**src/rtl/soc_system_pio_pkg.sv**
```systemverilog
// Shared register map and edge-select encodings for the HPS control PIOs (input and output side).
// Pure definitions: no latency, no backpressure.
package soc_system_pio_pkg;

    localparam logic [2:0] REG_DATA    = 3'd0;
    localparam logic [2:0] REG_DIR     = 3'd1;
    localparam logic [2:0] REG_IRQMASK = 3'd2;
    localparam logic [2:0] REG_EDGECAP = 3'd3;
    localparam logic [2:0] REG_OUTSET  = 3'd4;
    localparam logic [2:0] REG_OUTCLR  = 3'd5;

    localparam int EDGE_RISING  = 0;
    localparam int EDGE_FALLING = 1;
    localparam int EDGE_ANY     = 2;

    // One Avalon-MM slave access as seen in a single clock cycle.
    typedef struct packed {
        logic        rd;
        logic        wr;
        logic [2:0]  addr;
        logic [31:0] wdat;
    } avs_req_t;

endpackage

```
**src/rtl/soc_system_pio_debounce.sv**
```systemverilog
// Single-bit synchroniser plus optional stability filter for one external status line.
// Latency SYNC_STAGES (+DEBOUNCE_CYCLES when enabled); no backpressure, samples every cycle.
module soc_system_pio_debounce #(
    parameter int SYNC_STAGES     = 2,
    parameter int DEBOUNCE_CYCLES = 0
) (
    input  logic clk,
    input  logic reset_n,
    input  logic in_i,
    output logic d_o
);

    logic [SYNC_STAGES-1:0] sync_q;
    logic                   s;

    always_ff @(posedge clk or negedge reset_n) begin
        if (!reset_n) begin
            sync_q <= '0;
        end else begin
            sync_q <= {sync_q[SYNC_STAGES-2:0], in_i};
        end
    end

    assign s = sync_q[SYNC_STAGES-1];

    generate
        if (DEBOUNCE_CYCLES == 0) begin : g_bypass
            assign d_o = s;
        end else begin : g_filter
            localparam int CNT_W = (DEBOUNCE_CYCLES > 1) ? $clog2(DEBOUNCE_CYCLES) : 1;

            logic [CNT_W-1:0] cnt_q, cnt_d;
            logic             deb_q, deb_d;

            // The new level is accepted only after s has disagreed with d for DEBOUNCE_CYCLES cycles.
            always_comb begin
                cnt_d = cnt_q;
                deb_d = deb_q;
                if (s == deb_q) begin
                    cnt_d = '0;
                end else if (cnt_q == CNT_W'(DEBOUNCE_CYCLES - 1)) begin
                    deb_d = s;
                    cnt_d = '0;
                end else begin
                    cnt_d = cnt_q + CNT_W'(1);
                end
            end

            always_ff @(posedge clk or negedge reset_n) begin
                if (!reset_n) begin
                    cnt_q <= '0;
                    deb_q <= 1'b0;
                end else begin
                    cnt_q <= cnt_d;
                    deb_q <= deb_d;
                end
            end

            assign d_o = deb_q;
        end
    endgenerate

endmodule

```
**src/rtl/soc_system_status_in_pio.sv**
```systemverilog
// Avalon-MM input PIO: synchronised status lines, edge capture with W1C, maskable level IRQ.
// Read latency 1; pin->irq SYNC_STAGES+DEBOUNCE_CYCLES+2; no waitrequest, always accepts.
module soc_system_status_in_pio
    import soc_system_pio_pkg::*;
#(
    parameter int WIDTH           = 8,
    parameter int EDGE_TYPE       = 0,
    parameter int SYNC_STAGES     = 2,
    parameter int DEBOUNCE_CYCLES = 0
) (
    input  logic             clk,
    input  logic             reset_n,
    input  logic [2:0]       address,
    input  logic             chipselect,
    input  logic             read_n,
    input  logic             write_n,
    input  logic [31:0]      writedata,
    input  logic [WIDTH-1:0] in_port,
    output logic [31:0]      readdata,
    output logic             irq
);

    // Hold off capture until the reset-time input level has propagated through the filter,
    // so a line already high at reset release never looks like a fresh edge.
    localparam int ARM_CYCLES = SYNC_STAGES + DEBOUNCE_CYCLES + 1;
    localparam int ARM_W      = $clog2(ARM_CYCLES + 1);

    avs_req_t         req;
    logic [WIDTH-1:0] deb_d;
    logic [WIDTH-1:0] edge_w;
    logic [WIDTH-1:0] w1c;
    logic [WIDTH-1:0] prev_q;
    logic [WIDTH-1:0] irq_mask_q, irq_mask_d;
    logic [WIDTH-1:0] edge_cap_q, edge_cap_d;
    logic [ARM_W-1:0] arm_cnt_q, arm_cnt_d;
    logic             armed;
    logic [31:0]      rd_mux;
    logic [31:0]      readdata_q, readdata_d;
    logic             irq_q, irq_d;
    logic             unused_wdata;

    assign req.rd   = chipselect & ~read_n;
    assign req.wr   = chipselect & ~write_n;
    assign req.addr = address;
    assign req.wdat = writedata;

    assign unused_wdata = ^writedata;

    generate
        for (genvar i = 0; i < WIDTH; i++) begin : g_bit
            soc_system_pio_debounce #(
                .SYNC_STAGES     (SYNC_STAGES),
                .DEBOUNCE_CYCLES (DEBOUNCE_CYCLES)
            ) u_deb (
                .clk     (clk),
                .reset_n (reset_n),
                .in_i    (in_port[i]),
                .d_o     (deb_d[i])
            );
        end
    endgenerate

    assign armed = (arm_cnt_q == ARM_W'(ARM_CYCLES));

    always_comb begin
        edge_w = deb_d & ~prev_q;
        if (EDGE_TYPE == EDGE_FALLING) begin
            edge_w = ~deb_d & prev_q;
        end else if (EDGE_TYPE == EDGE_ANY) begin
            edge_w = deb_d ^ prev_q;
        end
    end

    always_comb begin
        arm_cnt_d = arm_cnt_q;
        if (!armed) begin
            arm_cnt_d = arm_cnt_q + ARM_W'(1);
        end

        irq_mask_d = irq_mask_q;
        if (req.wr && req.addr == REG_IRQMASK) begin
            irq_mask_d = req.wdat[WIDTH-1:0];
        end

        w1c = '0;
        if (req.wr && req.addr == REG_EDGECAP) begin
            w1c = req.wdat[WIDTH-1:0];
        end

        // Set after clear: an edge landing on the W1C cycle is kept.
        edge_cap_d = (edge_cap_q & ~w1c) | (armed ? edge_w : '0);

        irq_d = |(edge_cap_q & irq_mask_q);

        rd_mux = '0;
        case (req.addr)
            REG_DATA:    rd_mux[WIDTH-1:0] = deb_d;
            REG_IRQMASK: rd_mux[WIDTH-1:0] = irq_mask_q;
            REG_EDGECAP: rd_mux[WIDTH-1:0] = edge_cap_q;
            default:     rd_mux = '0;
        endcase

        readdata_d = req.rd ? rd_mux : readdata_q;
    end

    always_ff @(posedge clk or negedge reset_n) begin
        if (!reset_n) begin
            prev_q     <= '0;
            irq_mask_q <= '0;
            edge_cap_q <= '0;
            arm_cnt_q  <= '0;
            readdata_q <= '0;
            irq_q      <= 1'b0;
        end else begin
            prev_q     <= deb_d;
            irq_mask_q <= irq_mask_d;
            edge_cap_q <= edge_cap_d;
            arm_cnt_q  <= arm_cnt_d;
            readdata_q <= readdata_d;
            irq_q      <= irq_d;
        end
    end

    assign readdata = readdata_q;
    assign irq      = irq_q;

endmodule

```
**config.mk**
```make
export PLATFORM = sky130hd
export DESIGN_NAME = soc_system_status_in_pio
export DESIGN_NICKNAME = d
export VERILOG_FILES = /design/src/rtl/soc_system_pio_pkg.sv /design/src/rtl/soc_system_pio_debounce.sv /design/src/rtl/soc_system_status_in_pio.sv
export SDC_FILE = /design/constraint.sdc
export NUM_CORES = 1
export LEC_CHECK = 0
export ABC_CLOCK_PERIOD_IN_PS = 1100
export CAP_MARGIN = 10
export CORE_UTILIZATION = 27
export DETAILED_ROUTE_END_ITERATION = 12
export HOLD_SLACK_MARGIN = 0.15
export PLACE_DENSITY = 0.58
export SKIP_CTS_REPAIR_TIMING = 1
export SLEW_MARGIN = 0
export SYNTH_ARGS = -nofsm -noshare
export SYNTH_HDL_FRONTEND = slang
export SYNTH_SLANG_ARGS = --single-unit
```
**constraint.sdc**
```tcl
create_clock -name clk -period 1.1 [get_ports clk]
set_input_delay 0.11 -clock clk [delete_from_list [all_inputs] [get_ports clk]]
set_output_delay 0.11 -clock clk [all_outputs]
set_load 0.02 [all_outputs]
```
==> results by group, run 1 <==
Worst setup path
  • Bufs and invs on worst path: 1
  • Critical Path End Type: primary output
  • Critical Path RT: 0.99 ns
  • CP max-delay cell: dfrtp_1
  • Crit-path cells: dlymetal6s2s_1
  • Top cell family by delay on the critical path: flip-flops
  • R2r worst-path depth: 3
  • Worst path depth: 1
  • CP Class: flip-flop to primary output
  • Crit-path max cell delay: 0.42 ns
  • Worst Path Arrival: approximately 0.94 ns
  • Crit start category: flip-flop
  • CP Max Fanout: 2

Finish
  • Area Growth Syn to Fin: 30.1%
  • Commonest non-fill, non-tap cell in the layout: dfrtp_1
  • Commonest cells after routing, fill and taps aside: dfrtp_1 (51), nand2_1 (24), conb_1 (24)
  • Post-layout instance area: 0.00273 sq mm
  • Fraction of layout cells with a size suffix above 1: 0.218
  • Diodes inserted: 0
  • Layout net count: 264

GRT
  • Overflow after GRT: 0
  • GRT Overall Usage: 0.101
  • Vias in the first global route: roughly 1300
  • Initial antenna violation count: 0
  • First-pass GRT wire length: 6380 um
  • Largest net degree at the start of global routing: 52

Power
  • Peak supply drop: around 0.72 mV
  • Pleak: 1.33 nW
  • Pwr dens: 1440 mW/mm^2
  • Clock share of power: 0.296
  • Sw Share: 0.258
  • Internal power: 2.92 mW
  • Flop pwr share: 0.541
  • Comb power frac: 0.163
  • P_sw: 1.02 mW

Place
  • Gpl congestion: 0.765
  • Area after DPL: 0.00250 sq mm
  • Detailed placement HPWL: around 2800 um
  • Port bufs: 32

STA
  • Final period util: 0.950
  • Max Clock Skew: around 0.0045 ns
  • Final hold viol count: 0
  • Final hold slack: 0.235 ns
  • Setup violators final: 0
  • Slew Viols, Final: 0
  • Fmax: 957 MHz
  • RSZ-0062 raised after global routing: no
  • Minimum clock period: 1.05 ns

Clock network
  • Cts bufs inserted: 5
  • H-Tree Level Count: 2
  • Clock latency on the worst-skew pair: approximately 0.3 ns
  • Clock root cell: clkbuf_8
  • Clk slew on worst S/H paths: 0.09 ns
  • Longest Clk Path Bufs: 2
  • Sinks on the clock net: between 50 and 60
  • CTS tree: done

Logic synthesis
  • Post-Synthesis Mean Instance Area: 12.5 sq um
  • Cell variety after synth: 22
  • Synth Area in Simple Gates: 0.0727
  • Complex-gate fraction of the synthesized area: 0.104
  • Yosys reg bits: between 50 and 60
  • Largest family of logic cells by synthesized area: buffers and inverters
  • Xor and xnor area share after synthesis: 0.00417
  • Area of the mapped netlist: 0.00210 sq mm
  • Adder-Cell Fraction of Synth Area: 0.00596
  • Yosys warnings: 0
  • Register area share after synthesis: 0.608
  • Mux cell area share after synthesis: 0.0911
  • Syn Inst Count: 168

Hold path
  • Min-delay worst type: primary input to flip-flop
  • Hold depth: 1

Detailed routing
  • Initial DRC count: 56
  • Via count: 1304
  • DR vias/cell: 4.14
  • WL final: 4080 um
  • WL/cell: 12.9 um
  • Drt drc: 0
  • Pre-antenna DRT Iters: 4
  • Antenna violation net count after detailed routing: 0

Die
  • Die Span X: 90.2 um
  • CORE AREA: 0.00737 sq mm
  • Die ar.: approximately 0.0081 sq mm
  • I/O pin cnt: between 80 and 90
  • DIE HEIGHT: 90.2 um
  • Initial Util: 0.285
  • Site Rows: 31

Job
  • Max cap viols: 0

Status
  • Status: complete, no violations
power by group through the flow:
stage          registers (mW)  logic (mW)  clock network, mW
2_1_floorplan            2.17       0.388                  0
3_3_place_gp             2.17       0.607                  0
3_5_place_dp             2.17       0.614                  0
4_1_cts                  2.13       0.618               1.20
5_1_grt                  2.16       0.694               1.27
6_report                 2.13       0.643               1.17
cell usage after synthesis:
| cell type | number | area share |
|---|---|---|
| o21ai_0 | 14 | 0.033 |
| nand4_1 | 1 | 0.0030 |
| inv_1 | 1 | 0.0018 |
| conb_1 | 1 | 0.0018 |
| a211o_4 | 1 | 0.0083 |
| mux2_2 | 17 | 0.091 |
| o21ai_1 | 8 | 0.019 |
| xnor2_1 | 1 | 0.0042 |
| nor2_1 | 1 | 0.0018 |
| nand2b_1 | 1 | 0.0030 |
| nor2_8 | 1 | 0.0095 |
| ha_1 | 1 | 0.0060 |
| dfrtp_1 | 51 | 0.61 |
| nand2_1 | 24 | 0.043 |
| buf_4 | 25 | 0.089 |
| clkbuf_2 | 1 | 0.0024 |
| nand4bb_1 | 1 | 0.0054 |
| nand3b_1 | 2 | 0.0071 |
| buf_12 | 1 | 0.0095 |
| buf_6 | 1 | 0.0054 |
| buf_2 | 2 | 0.0048 |
| a22oi_1 | 12 | 0.043 |
cell families (layout without fill, tap and decap cells):
| family | count (synthesis) | after routing |
|---|---|---|
| multiplexers | 17 | 17 |
| XOR/XNOR | 1 | 1 |
| buffers and inverters | 31 | 56 |
| adder cells (fa/ha/maj) | 1 | 1 |
| flip-flops | 51 | 51 |
| other | 1 | 24 |
| AO/OA/AOI/OAI | 35 | 35 |
| AND/OR/NAND/NOR | 31 | 31 |
metal layers:
layer / share of wire / up-vias / track usage
li1: - / 618 / -
met1: 0.49 / 637 / 0.144
met2: 0.45 / 43 / 0.146
met3: 0.040 / 6 / 0.0254
met4: 0.012 / 0 / 0.0363
met5: 0 / - / 0
stage by stage:
stage	power [mW]	setup TNS, ns	setup WS [ns]	util	std cells
after floorplan	2.56	0	0.00546	-	191
after global placement	2.78	-9.27	-0.449	0.339	301
after detailed placement	2.79	-9.82	-0.471	0.339	301
after CTS	3.95	-4.82	-0.330	0.353	309
after global routing	4.12	0	0.0153	0.371	315
final	3.94	0	0.0547	0.371	315
worst reg2reg max path: stages, from the launching register on:
cell	delay (ns)
dfrtp_1	0.41
mux2_2	0.28
a22oi_1	0.16
o21ai_1	0.08
worst paths after layout:
kind	startpoint	slack, ns	endpoint
max	readdata[2]$_DFFE_PN0P_	0.05	readdata[2]
min	in_port[1]	0.24	g_bit[1].u_deb.sync_q[0]$_DFF_PN0_
max reg2reg	edge_cap_q[0]$_DFF_PN0_	0.08	readdata[0]$_DFFE_PN0P_
min reg2reg	g_bit[5].u_deb.sync_q[0]$_DFF_PN0_	0.35	g_bit[5].u_deb.sync_q[1]$_DFF_PN0_
max in group asynchronous	reset_n	0.53	prev_q[6]$_DFF_PN0_
min in group asynchronous	reset_n	0.34	g_bit[5].u_deb.sync_q[1]$_DFF_PN0_
sequential cells by signal (all words and copies together) (netlist names):
| name | flops |
|---|---|
| arm_cnt_q | 2 |
| edge_cap_q | 8 |
| prev_q | 8 |
| readdata | 8 |
| irq_mask_q | 8 |
| g_bit.u_deb.sync_q | 16 |
| irq | 1 |
final cells by class:
| type | count | area, sq um |
|---|---|---|
| fillers | 726 | 4640 |
| clock inverters | 1 | 7.51 |
| multi-input cells | 109 | 701 |
| well taps | 99 | 124 |
| flip-flops and latches | 51 | 1280 |
| clock buffers | 7 | 96.3 |
| inverters | 1 | 3.75 |
| repair buffers | 47 | 524 |
(Power assumes the default switching activity.)
==> inputs of run 2 (changes only) <==
--- a/config.mk
+++ b/config.mk
@@ -7,6 +7,7 @@
 export LEC_CHECK = 0
 export ABC_CLOCK_PERIOD_IN_PS = 1100
 export CAP_MARGIN = 10
+export CORE_ASPECT_RATIO = 0.7
 export CORE_UTILIZATION = 27
 export DETAILED_ROUTE_END_ITERATION = 12
 export HOLD_SLACK_MARGIN = 0.15
==> results by group, run 2 (synthesis gave the netlist of run 1 again) <==
Die
  • Site Rows: 26 (-16%)
  • Die Span X: 107 um (+19%)
  • Initial Util: 0.283 (-0.00183)
  • DIE HEIGHT: 75.8 um (-16%)
  • CORE AREA: 0.00742 sq mm (+0.65%)
  • Die ar.: 0.00814 sq mm (about the same)
  • I/O pin cnt: 81 (unchanged)

Clock network
  • Sinks on the clock net: 51 (unchanged)
  • Longest Clk Path Bufs: 2 (unchanged)
  • H-Tree Level Count: 2 (unchanged)
  • Clk slew on worst S/H paths: 0.09 ns (about the same)
  • CTS tree: done
  • Clock root cell: clkbuf_8
  • Cts bufs inserted: 5 (unchanged)
  • Clock latency on the worst-skew pair: 0.30 ns (about the same)

Detailed routing
  • Drt drc: 0 (unchanged)
  • WL/cell: 14.2 um (+9.8%)
  • DR vias/cell: 4.28 (+3.3%)
  • Via count: 1368 (+4.9%)
  • Antenna violation net count after detailed routing: 0 (unchanged)
  • Initial DRC count: 86 (+54%)
  • Pre-antenna DRT Iters: 5 (+1)
  • WL final: 4550 um (+12%)

Place
  • Port bufs: 32 (unchanged)
  • Detailed placement HPWL: 3100 um (+9.6%)
  • Gpl congestion: 0.766 (+0.13%)

Finish
  • Fraction of layout cells with a size suffix above 1: 0.243 (+0.0257)
  • Largest register FFs: 16 (unchanged)
  • Diodes inserted: 0 (unchanged)
  • Post-layout util: 0.380 (+0.00909)
  • Register bank with the most flops: g_bit.u_deb.sync_q
  • Commonest cells after routing, fill and taps aside: dfrtp_1 (51), nand2_1 (24), conb_1 (24)
  • Commonest non-fill, non-tap cell in the layout: dfrtp_1
  • Area Growth Syn to Fin: 34.1%
  • Layout net count: 270 (+2.3%)

STA
  • Slew Viols, Final: 0 (unchanged)
  • Final hold viol count: 0 (unchanged)
  • Fmax: 935 MHz (-2.2%)
  • Setup violators final: 0 (unchanged)
  • Setup TNS: 0 ns (unchanged)
  • Minimum clock period: 1.07 ns (+0.0240 ns)
  • RSZ-0062 raised after global routing: yes
  • Final period util: 0.972 (+0.0218)
  • Max Clock Skew: 0.00918 ns (+0.00464 ns)

GRT
  • GRT Overall Usage: 0.117 (+0.0161)
  • Largest net degree at the start of global routing: 52 (unchanged)
  • First-pass GRT wire length: 6820 um (+6.9%)
  • Vias in the first global route: 1278 (+1.3%)
  • Overflow after GRT: 0 (unchanged)
  • Initial antenna violation count: 0 (unchanged)

Power
  • Pleak: 1.38 nW (+3.7%)
  • Pwr dens: 1540 mW/mm^2 (+6.9%)
  • Peak supply drop: 0.585 mV (-18%)
  • Total Power: 4.34 mW (+10%)

Job
  • Max cap viols: 0 (unchanged)

Worst setup path
  • CP max-delay cell: dfrtp_1
  • Crit-path cells: mux2_4 > a22oi_2 > o21ai_1
  • Worst Path Arrival: 1.26 ns (+0.32 ns)
  • Critical Path End Type: flip-flop
  • CP Class: flip-flop to flip-flop
  • Crit-path max cell delay: 0.41 ns (about the same)
  • Critical Path RT: 1.29 ns (+0.30 ns)
  • CP Max Fanout: 3 (+1)
  • Crit start category: flip-flop

Status
  • Status: complete, no violations

Hold path
  • Min-delay worst type: primary input to flip-flop
-- run 2: changes by cell type in the layout (fill, tap and decap cells not counted), sizes merged --
cell      before  now
buf           14   20
bufinv         0    2
clkbuf         8    7
clkinvlp       1    0
-- run 2: final timing paths --
| check | startpoint | to | slack, ns | cells past startpoint |
|---|---|---|---|---|
| setup / recovery | irq_mask_q[6]$_DFFE_PN0P_ | readdata[6]$_DFFE_PN0P_ | 0.03 | 3 |
| hold / removal | in_port[6] | g_bit[6].u_deb.sync_q[0]$_DFF_PN0_ | 0.23 | 1 |
| setup reg to reg | irq_mask_q[6]$_DFFE_PN0P_ | readdata[6]$_DFFE_PN0P_ | 0.03 | 3 |
| hold reg to reg | g_bit[5].u_deb.sync_q[0]$_DFF_PN0_ | g_bit[5].u_deb.sync_q[1]$_DFF_PN0_ | 0.35 | 0 |
| max in group asynchronous | reset_n | prev_q[3]$_DFF_PN0_ | 0.54 | 3 |
| min in group asynchronous | reset_n | readdata[6]$_DFFE_PN0P_ | 0.32 | 3 |
-- run 2: area by class of cell --
| cell class | count | area [sq um] |
|---|---|---|
| clock buffer | 6 | 72.6 |
| clock inverter | 2 | 60.1 |
| tap | 98 | 123 |
| fill | 726 | 4600 |
| inverter | 1 | 3.75 |
| sequential | 51 | 1280 |
| multi-input combinational | 109 | 713 |
| timing repair buffer | 53 | 569 |
-- run 2: worst max-delay path: cells and delay by family (launching register included) --
kind            cells  cell delay, ns
flops               1            0.41
mux                 1            0.30
compound gates      2            0.25
-- run 2: power breakdown --
part           switching (mW)  internal (mW)  total [mW]
Combinational           0.349          0.355       0.704
Sequential              0.105           2.03        2.13
Clock                   0.598          0.909        1.51
-- run 2: per-stage QoR --
step	cells	worst slack, ns	hold slack, ns	cell area, sq um
floorplan	191	0.00546	-0.186	2190
global placement	307	-0.483	0.117	2550
detailed placement	307	-0.492	0.122	2550
CTS	315	-0.352	-0.209	2680
global route	320	-0.0232	0.230	2820
finish	320	0.0307	0.234	2820
-- run 2: per-layer routing --
layer  wire length [um]  GRT usage
met3                279     0.0325
met4                 51     0.0365
met1               2380      0.181
met2               1840      0.153
met5                  0          0
==> inputs of run 3 (changes only) <==
--- a/config.mk
+++ b/config.mk
@@ -8,6 +8,7 @@
 export ABC_CLOCK_PERIOD_IN_PS = 1100
 export CAP_MARGIN = 10
 export CORE_ASPECT_RATIO = 0.7
+export CORE_MARGIN = 8
 export CORE_UTILIZATION = 27
 export DETAILED_ROUTE_END_ITERATION = 12
 export HOLD_SLACK_MARGIN = 0.15
==> results by group, run 3 (synthesis gave the netlist of run 1 again) <==
Status
  • Status: complete, no violations

Die
  • Site Rows: 27 (+3.8%)
  • Die ar.: 0.0109 sq mm (+34%)
  • I/O pin cnt: 81 (unchanged)
  • DIE HEIGHT: 89.8 um (+18%)
  • CORE AREA: 0.00770 sq mm (+3.8%)
  • Initial Util: 0.273 (-0.0105)
  • Die Span X: 121 um (+13%)

Power
  • Pleak: 1.41 nW (+2.3%)
  • Total Power: 4.41 mW (+1.5%)
  • Pwr dens: 1520 mW/mm^2 (-1.4%)
  • Peak supply drop: 0.558 mV (-4.6%)

STA
  • Fmax: 912 MHz (-2.5%)
  • Final hold slack: 0.239 ns (+0.00523 ns)
  • Minimum clock period: 1.10 ns (+0.0274 ns)
  • Max Clock Skew: 0.0137 ns (+0.00452 ns)
  • Final hold viol count: 0 (unchanged)
  • Slew Viols, Final: 0 (unchanged)
  • Setup violators final: 0 (unchanged)
  • Final period util: 0.997 (+0.0249)
  • RSZ-0062 raised after global routing: yes

Finish
  • Commonest non-fill, non-tap cell in the layout: dfrtp_1
  • Largest register FFs: 16 (unchanged)
  • Post-layout instance area: 0.00290 sq mm (+2.9%)
  • Area Growth Syn to Fin: 38.1%
  • Commonest cells after routing, fill and taps aside: dfrtp_1 (51), nand2_1 (24), conb_1 (24)
  • Fraction of layout cells with a size suffix above 1: 0.291 (+0.0475)
  • Layout net count: 275 (+1.9%)
  • Diodes inserted: 0 (unchanged)
  • Final cell count without fillers: 328 (+2.5%)
  • Post-layout util: 0.377 (-0.00335)
  • Register bank with the most flops: g_bit.u_deb.sync_q

Clock network
  • Clock latency on the worst-skew pair: 0.31 ns (about the same)
  • Clk slew on worst S/H paths: 0.10 ns (about the same)
  • Cts bufs inserted: 5 (unchanged)
  • Clock root cell: clkbuf_8
  • Longest Clk Path Bufs: 2 (unchanged)
  • Sinks on the clock net: 51 (unchanged)
  • CTS tree: done
  • H-Tree Level Count: 2 (unchanged)

Worst setup path
  • RR Startpoint: irq_mask_q[6]$_DFFE_PN0P_
  • Critical Path RT: 1.29 ns (about the same)
  • Critical Path End Type: flip-flop
  • Top cell family by delay on the critical path: flip-flops
  • R2R Setup Slk: 0.003 ns (-0.03 ns)
  • CP max-delay cell: dfrtp_1
  • Crit-path max cell delay: 0.41 ns (about the same)
  • Critical path launch point: irq_mask_q[6]$_DFFE_PN0P_
  • CP Max Fanout: 2 (-1)
  • Worst Path Arrival: 1.29 ns (+0.03 ns)
  • Bufs and invs on worst path: 0 (unchanged)
  • Crit start category: flip-flop
  • CP Class: flip-flop to flip-flop
  • Crit-path cells: mux2_4 > a22oi_2 > o21ai_2

Detailed routing
  • Initial DRC count: 108 (+26%)
  • Drt drc: 0 (unchanged)
  • Pre-antenna DRT Iters: 4 (-1)
  • WL/cell: 14.6 um (+3.0%)
  • Antenna violation net count after detailed routing: 0 (unchanged)
  • DR vias/cell: 4.16 (-2.8%)
  • WL met1: 2520 um (+5.9%)
  • Via count: 1363 (-0.37%)
  • DR WL met3: 373 um (+34%)
  • WL final: 4800 um (+5.6%)
  • Top Metal Used: met4
  • Metal2 WL: 1850 um (+0.49%)

GRT
  • Vias in the first global route: 1396 (+9.2%)
  • First-pass GRT wire length: 7540 um (+11%)
  • Overflow after GRT: 0 (unchanged)
  • GRT Overall Usage: 0.0878 (-0.0288)
  • Initial antenna violation count: 0 (unchanged)
  • Largest net degree at the start of global routing: 52 (unchanged)

Job
  • Max cap viols: 0 (unchanged)

Place
  • Detailed placement HPWL: 3420 um (+10%)
  • Area after DPL: 0.00256 sq mm (+0.44%)
  • Gpl congestion: 0.734 (-4.1%)
  • Placed Cells: 311 (+1.3%)
  • Port bufs: 32 (unchanged)

Hold path
  • Min-delay worst type: primary input to flip-flop
  • Hold path startpoint: in_port[4]
==> run 3: cell type report <==
cell class / instances / area, sq um
multi-input cells: 109 / 751
inverters: 1 / 3.75
repair buffers: 58 / 607
clock buffers: 5 / 68.8
well taps: 101 / 126
fillers: 742 / 4800
flip-flops and latches: 51 / 1280
clock inverters: 3 / 67.6
==> run 3: per-stage QoR <==
stage          TNS [ns]  setup slack (ns)
2_1_floorplan         0           0.00546
3_3_place_gp      -9.57            -0.502
3_5_place_dp      -9.94            -0.507
4_1_cts           -5.04            -0.341
5_1_grt         -0.0131          -0.00792
6_report              0           0.00324
==> run 3: report_power, final <==
group	total, mW	switching (mW)	internal, mW	leakage [nW]
Combinational	0.751	0.369	0.382	0.763
Sequential	2.13	0.101	2.03	0.584
Clock	1.53	0.621	0.907	0.0644
==> run 3: worst reg2reg max path, stage by stage, from the launching register on <==
cell	delay, ns
dfrtp_1	0.41
mux2_4	0.30
a22oi_2	0.20
o21ai_2	0.07
==> run 3: final timing paths <==
check | endpoint | cells after the start
min reg2reg | g_bit[7].u_deb.sync_q[1]$_DFF_PN0_ | 0
max in group asynchronous | edge_cap_q[7]$_DFF_PN0_ | 3
min | g_bit[4].u_deb.sync_q[0]$_DFF_PN0_ | 1
min in group asynchronous | g_bit[2].u_deb.sync_q[0]$_DFF_PN0_ | 3
max | readdata[6]$_DFFE_PN0P_ | 3
max reg2reg | readdata[6]$_DFFE_PN0P_ | 3
==> run 3: metal layers <==
metal	vias to the layer above	GRT usage
met3	7	0.0369
met1	662	0.131
met5	-	0
li1	647	-
met2	47	0.105
met4	0	0.0338
